File: src/rtl/rst_pkg.sv
// Shared definitions for the reset sequencer: FSM state encoding, parameter
// range limits and the counter sizing helper.
package rst_pkg;

    typedef enum logic [1:0] {
        ST_ASSERT  = 2'd0,
        ST_HOLD    = 2'd1,
        ST_RELEASE = 2'd2,
        ST_RUN     = 2'd3
    } rst_state_e;

    localparam int SRC_MAX = 8;
    localparam int DOM_MAX = 8;
    localparam int CNT_MAX = 65535;

    // Width needed to hold 0..limit-1; never narrower than one bit.
    function automatic int cnt_width(input int limit);
        int v;
        v = (limit > CNT_MAX) ? CNT_MAX : limit;
        return (v > 1) ? $clog2(v) : 1;
    endfunction

endpackage

File: src/rtl/rst_debounce.sv
// One reset request source: 2-flop synchroniser on the active-low request,
// then a debounce filter producing an active-high filtered request level.
module rst_debounce
    import rst_pkg::*;
#(
    parameter int DEBOUNCE_CYCLES = 16
) (
    input  logic clk_i,
    input  logic rst_n_i,
    input  logic req_n_i,
    output logic active_o
);

    logic [1:0] r_sync;
    logic       w_req;

    always_ff @(posedge clk_i or negedge rst_n_i) begin
        if (!rst_n_i) begin
            r_sync <= 2'b11;
        end else begin
            r_sync <= {r_sync[0], req_n_i};
        end
    end

    assign w_req = ~r_sync[1];

    generate
        if (DEBOUNCE_CYCLES == 0) begin : g_bypass
            assign active_o = w_req;
        end else begin : g_filter
            localparam int            CW   = cnt_width(DEBOUNCE_CYCLES);
            localparam logic [CW-1:0] LAST = CW'(DEBOUNCE_CYCLES - 1);

            logic [CW-1:0] r_cnt;
            logic          r_active;

            // Any return to the current filtered level restarts the run count.
            always_ff @(posedge clk_i or negedge rst_n_i) begin
                if (!rst_n_i) begin
                    r_cnt    <= '0;
                    r_active <= 1'b0;
                end else if (w_req == r_active) begin
                    r_cnt <= '0;
                end else if (r_cnt == LAST) begin
                    r_active <= w_req;
                    r_cnt    <= '0;
                end else begin
                    r_cnt <= r_cnt + 1'b1;
                end
            end

            assign active_o = r_active;
        end
    endgenerate

endmodule

File: src/rtl/rst_sequencer.sv
// Reset sequencer: filters external reset requests and releases the domain
// resets in order. Optional sticky reset-cause register via RST_SEQUENCER_CAUSE_EN.
module rst_sequencer
    import rst_pkg::*;
#(
    parameter int NUM_SRC         = 2,
    parameter int NUM_DOMAINS     = 3,
    parameter int DEBOUNCE_CYCLES = 16,
    parameter int STRETCH_CYCLES  = 8,
    parameter int STAGGER_CYCLES  = 4
) (
    input  logic                   clk_i,
    input  logic                   rst_n_i,
    input  logic [NUM_SRC-1:0]     req_n_i,
    input  logic                   cause_clr_i,
    output logic [NUM_DOMAINS-1:0] rst_o,
    output logic                   done_o,
    output logic [NUM_SRC:0]       rst_cause_o
);

    localparam int CNT_W = cnt_width((STRETCH_CYCLES > STAGGER_CYCLES) ? STRETCH_CYCLES
                                                                       : STAGGER_CYCLES);
    localparam logic [CNT_W-1:0] STRETCH_LAST = CNT_W'(STRETCH_CYCLES - 1);
    localparam logic [CNT_W-1:0] STAGGER_LAST = CNT_W'(STAGGER_CYCLES - 1);

    logic [1:0]             r_por_sync;
    logic [NUM_SRC-1:0]     w_active;
    logic                   w_any_req;
    rst_state_e             r_state, w_state_next;
    logic [CNT_W-1:0]       r_cnt, w_cnt_next;
    logic [NUM_DOMAINS-1:0] r_rst, w_rst_next, w_rst_shift;
    logic                   r_done, w_done_next;

    genvar gi;
    generate
        for (gi = 0; gi < NUM_SRC && gi < SRC_MAX; gi++) begin : g_src
            rst_debounce #(
                .DEBOUNCE_CYCLES(DEBOUNCE_CYCLES)
            ) u_debounce (
                .clk_i   (clk_i),
                .rst_n_i (rst_n_i),
                .req_n_i (req_n_i[gi]),
                .active_o(w_active[gi])
            );
        end
        for (gi = 0; gi < NUM_DOMAINS && gi < DOM_MAX; gi++) begin : g_dom
            assign rst_o[gi] = r_rst[gi];
        end
    endgenerate

    assign w_any_req = |w_active;
    assign done_o    = r_done;

    // Releasing a domain shifts a zero in from bit 0; all-zero means every domain is out.
    assign w_rst_shift = r_rst << 1;

    always_ff @(posedge clk_i or negedge rst_n_i) begin
        if (!rst_n_i) begin
            r_por_sync <= 2'b00;
            r_state    <= ST_ASSERT;
            r_cnt      <= '0;
            r_rst      <= '1;
            r_done     <= 1'b0;
        end else begin
            r_por_sync <= {r_por_sync[0], 1'b1};
            r_state    <= w_state_next;
            r_cnt      <= w_cnt_next;
            r_rst      <= w_rst_next;
            r_done     <= w_done_next;
        end
    end

    always_comb begin
        w_state_next = r_state;
        w_cnt_next   = r_cnt;
        w_rst_next   = r_rst;
        w_done_next  = r_done;
        if (w_any_req) begin
            w_state_next = ST_ASSERT;
            w_cnt_next   = '0;
            w_rst_next   = '1;
            w_done_next  = 1'b0;
        end else begin
            case (r_state)
                ST_ASSERT: begin
                    w_rst_next  = '1;
                    w_done_next = 1'b0;
                    w_cnt_next  = '0;
                    if (r_por_sync[1]) begin
                        w_state_next = ST_HOLD;
                    end
                end
                ST_HOLD, ST_RELEASE: begin
                    if (r_cnt == ((r_state == ST_HOLD) ? STRETCH_LAST : STAGGER_LAST)) begin
                        w_cnt_next = '0;
                        w_rst_next = w_rst_shift;
                        if (w_rst_shift == '0) begin
                            w_state_next = ST_RUN;
                            w_done_next  = 1'b1;
                        end else begin
                            w_state_next = ST_RELEASE;
                        end
                    end else begin
                        w_cnt_next = r_cnt + 1'b1;
                    end
                end
                ST_RUN: begin
                    w_done_next = 1'b1;
                end
                default: begin
                    w_state_next = ST_ASSERT;
                end
            endcase
        end
    end

`ifdef RST_SEQUENCER_CAUSE_EN
    logic [NUM_SRC-1:0] r_active_d;
    logic [NUM_SRC-1:0] w_rise;
    logic [NUM_SRC:0]   r_cause;

    assign w_rise = w_active & ~r_active_d;

    // A clear keeps only the sources activating this same cycle.
    always_ff @(posedge clk_i or negedge rst_n_i) begin
        if (!rst_n_i) begin
            r_active_d <= '0;
            r_cause    <= {1'b1, {NUM_SRC{1'b0}}};
        end else begin
            r_active_d <= w_active;
            if (cause_clr_i) begin
                r_cause <= {1'b0, w_rise};
            end else if (|w_rise) begin
                r_cause <= {1'b0, r_cause[NUM_SRC-1:0] | w_rise};
            end
        end
    end

    assign rst_cause_o = r_cause;
`else
    logic w_unused_cause_clr;
    assign w_unused_cause_clr = cause_clr_i;
    assign rst_cause_o        = '0;
`endif

endmodule

File: config.mk
export PLATFORM = sky130hd
export DESIGN_NAME = rst_sequencer
export DESIGN_NICKNAME = d
export VERILOG_FILES = /design/src/rtl/rst_pkg.sv /design/src/rtl/rst_debounce.sv /design/src/rtl/rst_sequencer.sv
export SDC_FILE = /design/constraint.sdc
export NUM_CORES = 1
export LEC_CHECK = 0
export ABC_AREA = 1
export BUFFER_PORTS_ARGS = -buffer_cell sky130_fd_sc_hd__buf_4
export CORE_AREA = 2 2 62 64
export DETAILED_ROUTE_END_ITERATION = 16
export DIE_AREA = 0 0 64 66
export GPL_TIMING_DRIVEN = 0
export SLEW_MARGIN = 10
export SYNTH_ARGS = -nofsm -noshare
export SYNTH_HDL_FRONTEND = slang
export SYNTH_SLANG_ARGS = --single-unit
File: constraint.sdc
create_clock -name clk_i -period 2.9 [get_ports clk_i]
set_clock_uncertainty 0.2 [all_clocks]
set_input_delay 0.29 -clock clk_i [delete_from_list [all_inputs] [get_ports clk_i]]
set_output_delay 0.29 -clock clk_i [all_outputs]
set_load 0.05 [all_outputs]
==> Word-level counts from Yosys, hierarchy flattened <==
Index checks and enable logic that the tools add are counted.
{ "classes": {"n_addsub": 3, "n_eq_ne": 11, "muxes": 20, "bitwise_logic": 4, "reduce_logical": 10} }
{ "ops": {"columns": ["cell", "n"], "rows": [
  ["$mux W4", 4],
  ["$mux W3", 5],
  ["$pmux W3 S2", 2],
  ["$ne A3 B3 Y1 const B", 3],
  ["$add A4 B1 Y4 const B", 2],
  ["$eq A4 B4 Y1 const B", 2],
  ["$reduce_and A2 Y1", 4],
  ["$mux W2", 3],
  ["$eq A2 B2 Y1 const B", 2],
  ["$mux W1", 4],
  ["$not A1 Y1", 4],
  ["$pmux W2 S2", 1],
  ["$reduce_or A2 Y1", 2],
  ["$add A3 B1 Y3 const B", 1],
  ["$eq A3 B3 Y1", 1],
  ["$logic_not A3 Y1", 1],
  ["$pmux W1 S3", 1],
  ["$reduce_and A3 Y1", 1],
  ["$reduce_bool A3 Y1", 1],
  ["$eq A1 B1 Y1", 2],
  ["$eq A2 B1 Y1 const B", 1],
  ["$logic_not A2 Y1", 1]
]} }
{ "totals": {"register_bits": 25, "input_bits": 5, "out_inout_bits": 7, "word_cells": 59} }

==> Depth between registers and ports, before layout <==
Gate-level depths: netlist of run 1.
{ "logic_depth": {"word_depth": 6, "mapped_depth": 9} }

==> Hierarchy <==
Synthesis of run 1 repeated with hierarchy kept, for this count alone.
{ "unflattened": {"hier_cells": 126, "hier_area_um2": 1171.1} }
{ "by_module_without_submodules": {"columns": ["mod", "n_inst", "cells_per_inst", "area_per_inst_um2", "seq_area_each_um2"], "rows": [
  ["rst_sequencer", 1, 70, 615.6, 279.0],
  ["rst_debounce", 2, 28, 277.8, 177.7]
]} }

==> Worst setup path before layout of run 1 <==
Ideal clock, no wire load.
{ "synth_timing": {"path_type": "reg-to-reg", "startpoint": "reg r_state[0]", "endpoint": "reg r_rst[1] (netlist: rst_o[1])", "setup_ns": 0.072, "arrival_time_ns": 1.314, "t_required_ns": 2.628, "slack_ns": 1.314, "stages_incl_launch_ff": 8, "path_buffers": 0, "cell_sequence": "dfrtp_1 inv_1 ha_1 inv_1 nand3_1 nand2_4 nand2_1 o21ai_1"} }
{ "synth_via": {"elab_chain_len": 5, "word_cells_on_any_way": 11, "classes_between": "4 x eq/ne; 3 x mux; 4 x reduce/logical"} }
{ "synth_rtl": {"columns": ["element", "line", "rtl"], "rows": [
  ["from (decl)", "rst_sequencer.sv:29", "rst_state_e r_state, w_state_next;"],
  ["from (signal assigned)", "rst_sequencer.sv:66", "r_state <= w_state_next;"],
  ["$eq A2 B1 Y1", "rst_sequencer.sv:84, rst_sequencer.sv:94", null],
  ["$mux W3", "rst_sequencer.sv:94", "if (r_cnt == ((r_state == ST_HOLD) ? STRETCH_LAST : STAGGER_LAST)) begin"],
  ["$eq A3 B3 Y1", "rst_sequencer.sv:94", null],
  ["$ne A3 B3 Y1 (no source line)", null, null],
  ["$reduce_and A2 Y1 (no source line)", null, null],
  ["to (signal assigned)", "rst_sequencer.sv:68", "r_rst <= w_rst_next;"],
  ["to (decl)", "rst_sequencer.sv:31", "logic [NUM_DOMAINS-1:0] r_rst, w_rst_next, w_rst_shift;"]
]} }
Several ways; a longest one is shown, not always the timed one.
A chain may end at the register's enable or synchronous reset.

==> Worst setup path in the final report of run 1 <==
{ "layout_timing": {"startpoint": "reg r_state[0]", "endpoint": "reg r_rst[2] (netlist: rst_o[2])"} }
Same word-level chain as after synthesis.

==> results of run 1 <==
where the power goes:
part	total (mW)	switching (mW)	internal, mW
clock network	0.149	0.0954	0.0538
registers	0.498	0.0502	0.447
logic	0.667	0.433	0.234
total	1.31	0.579	0.735
state kept, by name, indices dropped and copies added (netlist names):
| signal | count |
|---|---|
| g_src.u_debounce.g_filter.r_cnt | 8 |
| g_src.u_debounce.r_sync | 4 |
| r_cnt | 3 |
| rst_o | 3 |
| g_src.u_debounce.active_o | 2 |
| r_por_sync | 2 |
| r_state | 2 |
| done_o | 1 |
cell usage after synthesis, drive strengths merged:
cell type and number:
xor2 3, nand3 7, nor2 15, xnor2 2
dfstp 7, dfrtp 18, buf 3, nand4 3
o21ai 8, ha 5, nor3b 1, inv 14
a211oi 1, conb 2, o22ai 1, nand2 20
a22o 1
final timing paths:
check / endpoint / slack, ns
max: rst_o[2] / 1.15
min: g_src[1].u_debounce.r_sync[1] / 0.17
max reg2reg: rst_o[2] / 1.15
min reg2reg: g_src[1].u_debounce.r_sync[1] / 0.17
max in group asynchronous: rst_o[2] / 2.03
min in group asynchronous: g_src[1].u_debounce.g_filter.r_cnt[0] / 0.19
routing by layer:
metal  part of all wire  track usage
met3              0.021      0.02044
met2               0.52       0.1706
met4             0.0098      0.04891
met1               0.45       0.1000
met5                  0            0
stage by stage:
stage | setup WS [ns] | util | power (mW) | hold WS [ns]
CTS | 1.120 | 0.3647 | 1.329 | 0.1677
global route | 0.9418 | 0.3647 | 1.460 | 0.1681
detailed placement | 1.148 | 0.3488 | 1.176 | 0.007192
finish | 1.148 | 0.3647 | 1.314 | 0.1683
global placement | 1.202 | 0.3488 | 1.150 | 0.00002709
floorplan | 1.314 | - | 1.034 | -0.2056
cell families (layout without fill, tap and decap cells):
logic type,count (synthesis),count (layout),share of synthesized area
other cells,2,4,0.006714
buf+inv,17,31,0.06711
xor+xnor,5,5,0.03916
simple gates,46,46,0.2069
flops,25,25,0.5671
compound gates,11,11,0.05705
fa+ha+maj,5,5,0.05593
cell type report:
cell class,count,area (sq um)
Buffer,3,22.52
Clock buffer,4,26.28
Fill cell,350,2256
Inverter,14,52.55
Multi-Input combinational cell,71,416.7
Sequential cell,25,634.4
Tap cell,48,60.06
Timing Repair Buffer,10,82.58
==> results.cfg, run 1 <==
[status]
status = complete, no violations

[timing]
rsz0062_at_grt = no
final.period_utilization = 0.6041
final_hold_viol_count = 0
clock.fmax_mhz = 570.8
fin_crit_ns = 1.752
setup_viol = 0
report.final.slew_viol_count = 0
fin_setup_tns_ns = 0

[worst_setup_path]
crit_path_start_kind = flip-flop
worstSetupPathType = flip-flop to flip-flop
worstReg2RegStart = r_state[0]
path_buf_inv = 2
critPathTopFamily = simple AND/OR/NAND/NOR gates
crit_fanout = 6
timing.critical_path.arrival_ns = 1.80
worst_path_largest_cell_delay_ns = 0.40
required_ns = 2.95
cp-startpoint = r_state[0]
cp-end-kind = flip-flop
cpMaxStageDelayCell = dfrtp_1
critPathMostFrequentCell = inv_1
worst_r2r_path_depth = 7
cp_num_cells = 7
path_cells = inv_1, ha_1, inv_1, nand3_1, nand2_4, nand2_1, o21ai_1

[synth]
synth.distinct_cells = 22
seq_area_frac_synth = 0.5671
synth_cells = 111
synth_area_sq_um = 1119
synth.top_cell.area_share = 0.4027
yosysWarnings = 0
syn_area_per_cell_sq_um = 10.08
yosys_register_bits = 25
ys_top_cells_by_area = dfrtp_1 (40%), dfstp_2 (16%), nand2_1 (6.0%)
yosysTopAreaCell = dfrtp_1

[clocking]
cts_root_buf = clkbuf_4
cts_resized = 0
clkTransAtPathRegs_ns = 0.12
cts_hold_buf = 3
cts_made_buffers = 3
clock_path_buffers = 2
htree_levels = 1
clock_sinks = 25
insertion_delay_ns = 0.31
cts_tree = built
cts_setup_buffers = 0

[hold_path]
hp-start = g_src[1].u_debounce.r_sync[0]
hold_depth = 0
hold_class = flip-flop to flip-flop

[global_route]
grt.total_usage = 0.09319
grt_pass1_vias = 776
antenna_found_initial = 0
grt_overflow_total = 0
grt_start_max_net_pins = 26
grt_pass1_wl_um = 3063

[pwr]
leakagePower_nw = 0.6347
powerDensity_nw_per_um2 = 1015
ir_drop_v = 0.0004884

[final_layout]
finalNonFillerCells = 175
layout-drive-gt1-share = 0.2047
areaGrowthSynthToFinish_pct = 15.77
final_cell_mix = nand2_1 (18), dfrtp_1 (18), inv_1 (13), nor2_1 (13), buf_4 (10)
antennaDiodeCount = 0
post-route-cell-area_sq_um = 1295
nets = 138

[floorplanning]
coreArea_sq_um = 3551
fp-row-count = 22
io_pins = 12
die_area_sq_um = 4224
initial_utilization = 0.3150
die-height_um = 66
die_x_um = 64

[route]
wire_per_inst_um = 9.343
drtIter0Drc = 23
ant_nets = 0
via_count = 746
firstDrtPassIters = 4
wirelength_um = 1635
vias_per_cell = 4.263
drc = 0

[place]
place_area_sq_um = 1239
port_buffers = 7
place.gp.congestion = 0.7591
dpl.cell_count = 168
dp_hpwl_um = 1247

[flow_run]
cap_viol_max_count = 0
Power figures use the tool's default switching activity.
==> inputs of run 2 (changes only) <==
ABC_AREA = 0   (was 1)
CORE_AREA = 2 2 64 66   (was 2 2 62 64)
DIE_AREA = 0 0 66 68   (was 0 0 64 66)
clock period = 1.5 ns   (was 2.9 ns; I/O delays follow)
==> results.cfg, run 2 <==
[floorplanning]
coreArea_sq_um = 3856
initial_utilization = 0.3082
die_area_sq_um = 4488
io_pins = 12
die-height_um = 68
fp-row-count = 23
die_x_um = 66

[clocking]
clock_sinks = 25
insertion_delay_ns = 0.26
htree_levels = 1
clkTransAtPathRegs_ns = 0.08
clock_path_buffers = 2
cts_tree = built
cts_root_buf = clkbuf_8
cts_made_buffers = 3

[synth]
yosys.area_share.adder = 0.05263
synth_xor_area_frac = 0.05053
synth_edf_count = 0
synth_flop_cell = dfrtp_1
synth.area.mux_share = 0.02526
async_flop_share = 1.000
yosysWarnings = 0
synth.top_cell.area_share = 0.3789
seq_area_frac_synth = 0.5337
synth_top_family_by_area = compound AO/OA/AOI/OAI gates
yosys.area_share.simple = 0.1316
synth_compound_gate_area_share = 0.1442
ys_top_cells_by_area = dfrtp_1 (38%), dfstp_2 (15%), ha_1 (5.3%)
yosys_register_bits = 25
syn_area_per_cell_sq_um = 11.21
yosysMostFrequentCell = dfrtp_1
synth_area_sq_um = 1189
synthTopCellsByCount = dfrtp_1 (18), nor2_1 (10), dfstp_2 (7)
synth.distinct_cells = 37
synth_cells = 106
yosysTopAreaCell = dfrtp_1

[route]
wire_per_inst_um = 13.15
firstDrtPassIters = 4
via_count = 842
drc = 0
vias_per_cell = 4.652
drtIter0Drc = 9
ant_nets = 0
wirelength_um = 2381

[place]
dp_slack_ns = -0.1975
place_area_sq_um = 1344
place.gp.congestion = 0.8067
port_buffers = 7
dpl.cell_count = 165
dp_hpwl_um = 1482

[global_route]
grt_pass1_vias = 922
grt.total_usage = 0.1123
grt_start_max_net_pins = 26
grt_overflow_total = 0
grt_pass1_wl_um = 3891
antenna_found_initial = 0

[final_layout]
nets = 142
layout-drive-gt1-share = 0.4351
multi_input_area_sq_um = 656.9
areaGrowthSynthToFinish_pct = 39.37
finalNonFillerCells = 181
n_fill_cell = 358
largest_reg_flops = 8
antennaDiodeCount = 0
post-route-cell-area_sq_um = 1657
final_cell_mix = dfrtp_1 (17), buf_4 (15), nor2_1 (8)
final_common_cell = dfrtp_1
largest-register = g_src.u_debounce.g_filter.r_cnt
seqCellArea_sq_um = 635.6
reg_top3 = g_src.u_debounce.g_filter.r_cnt (8), g_src.u_debounce.r_sync (4)

[worst_setup_path]
worstSetupPathType = flip-flop to flip-flop
crit_end = r_state[0]
worstReg2RegStart = r_state[0]
required_ns = 1.44
crit_fanout = 5
cp-startpoint = r_state[0]
r2r-end = r_state[0]
crit_path_start_kind = flip-flop
timing.critical_path.arrival_ns = 1.59
worst_r2r_path_depth = 6
regToRegSetupSlack_ns = -0.15
cp-end-kind = flip-flop

[timing]
final.period_utilization = 1.103
fin_crit_ns = 1.655
setup_ws_ns = -0.1545
rsz0062_at_grt = yes
report.final.slew_viol_count = 0
fin_setup_tns_ns = -1.000
final_hold_viol_count = 0
setup_viol = 8
clock.fmax_mhz = 604.4
hold_ws_ns = 0.1226

[hold_path]
hold_class = primary input to asynchronous set/reset pin

[status]
status = finished with violations
violations = negative setup slack

[pwr]
powerDensity_nw_per_um2 = 2027
leakagePower_nw = 0.7007
ir_drop_v = 0.0008099

[flow_run]
cap_viol_max_count = 0
run 2: changes by cell type in the layout (fill, tap and decap cells not counted), sizes merged, moves of 3 or more:
cell   change
nand2     -15
buf       +11
inv        -8
a21oi      +5
nand3      -5
nor2       -5
mux2i      +3
nand4      -3
run 2: cells by family after synthesis:
kind of cell | count (synthesis)
AO/OA/AOI/OAI | 23
XOR/XNOR | 6
adder cells (fa/ha/maj) | 5
buffers and inverters | 12
flip-flops | 25
multiplexers | 3
other | 2
AND/OR/NAND/NOR | 30
run 2: what timing repair did:
item | CTS | global route
pin swaps | 3 | 8
resized for setup | 12 | 17
hold buffers | 3 | 0
gates cloned | 0 | 1
buffers inserted | 6 | 2
endpoints found under the hold margin | 27 | 0
endpoints found under the setup margin | 8 | 9
run 2: report_power, final:
part	total (mW)	switching (mW)	internal, mW	leakage, nW
clock network	0.385	0.200	0.185	0.0255
registers	0.997	0.155	0.842	0.303
logic	1.98	0.989	0.987	0.372
total	3.36	1.34	2.01	0.701
run 2: critical path, cell delays in order (launching register included):
cell	delay (ns)
dfrtp_2	0.42
inv_2	0.06
ha_4	0.29
buf_8	0.12
mux2i_4	0.07
o41ai_2	0.31
a211oi_2	0.06
run 2: layout make-up:
cell class              instances  area share
repair buffers                 19      0.1080
well taps                      50     0.03776
clock buffers                   3     0.02492
plain buffers                   6     0.03248
inverters                       6     0.01360
flip-flops and latches         25      0.3837
clock inverters                 1    0.003021
multi-input cells              71      0.3965
run 2: stage by stage:
step / util / total power, mW
CTS: 0.3955 / 2.939
global route: 0.4296 / 3.561
floorplan: - / 1.893
global placement: 0.3485 / 2.127
finish: 0.4296 / 3.358
detailed placement: 0.3485 / 2.166
run 2: worst min path at each step:
| stage | from | to | slack, ns | cells past startpoint |
|---|---|---|---|---|
| 2_1_floorplan | rst_n_i | done_o | -0.35 | 0 |
| 3_3_place_gp | rst_n_i | g_src[1].u_debounce.g_filter.r_cnt[0] | -0.13 | 1 |
| 5_1_grt | rst_n_i | g_src[1].u_debounce.g_filter.r_cnt[0] | 0.14 | 2 |
| 4_1_cts | rst_n_i | g_src[1].u_debounce.g_filter.r_cnt[0] | 0.12 | 2 |
| 6_report | rst_n_i | g_src[1].u_debounce.g_filter.r_cnt[1] | 0.12 | 2 |
| 3_5_place_dp | rst_n_i | g_src[1].u_debounce.g_filter.r_cnt[0] | -0.13 | 1 |
run 2: metal layers:
metal | GRT usage | share of wire | vias to the layer above
met5 | 0 | 0 | -
met4 | 0.05357 | 0.0063 | 0
met3 | 0.01974 | 0.018 | 2
met2 | 0.2008 | 0.56 | 9
met1 | 0.1313 | 0.42 | 416
li1 | - | - | 415
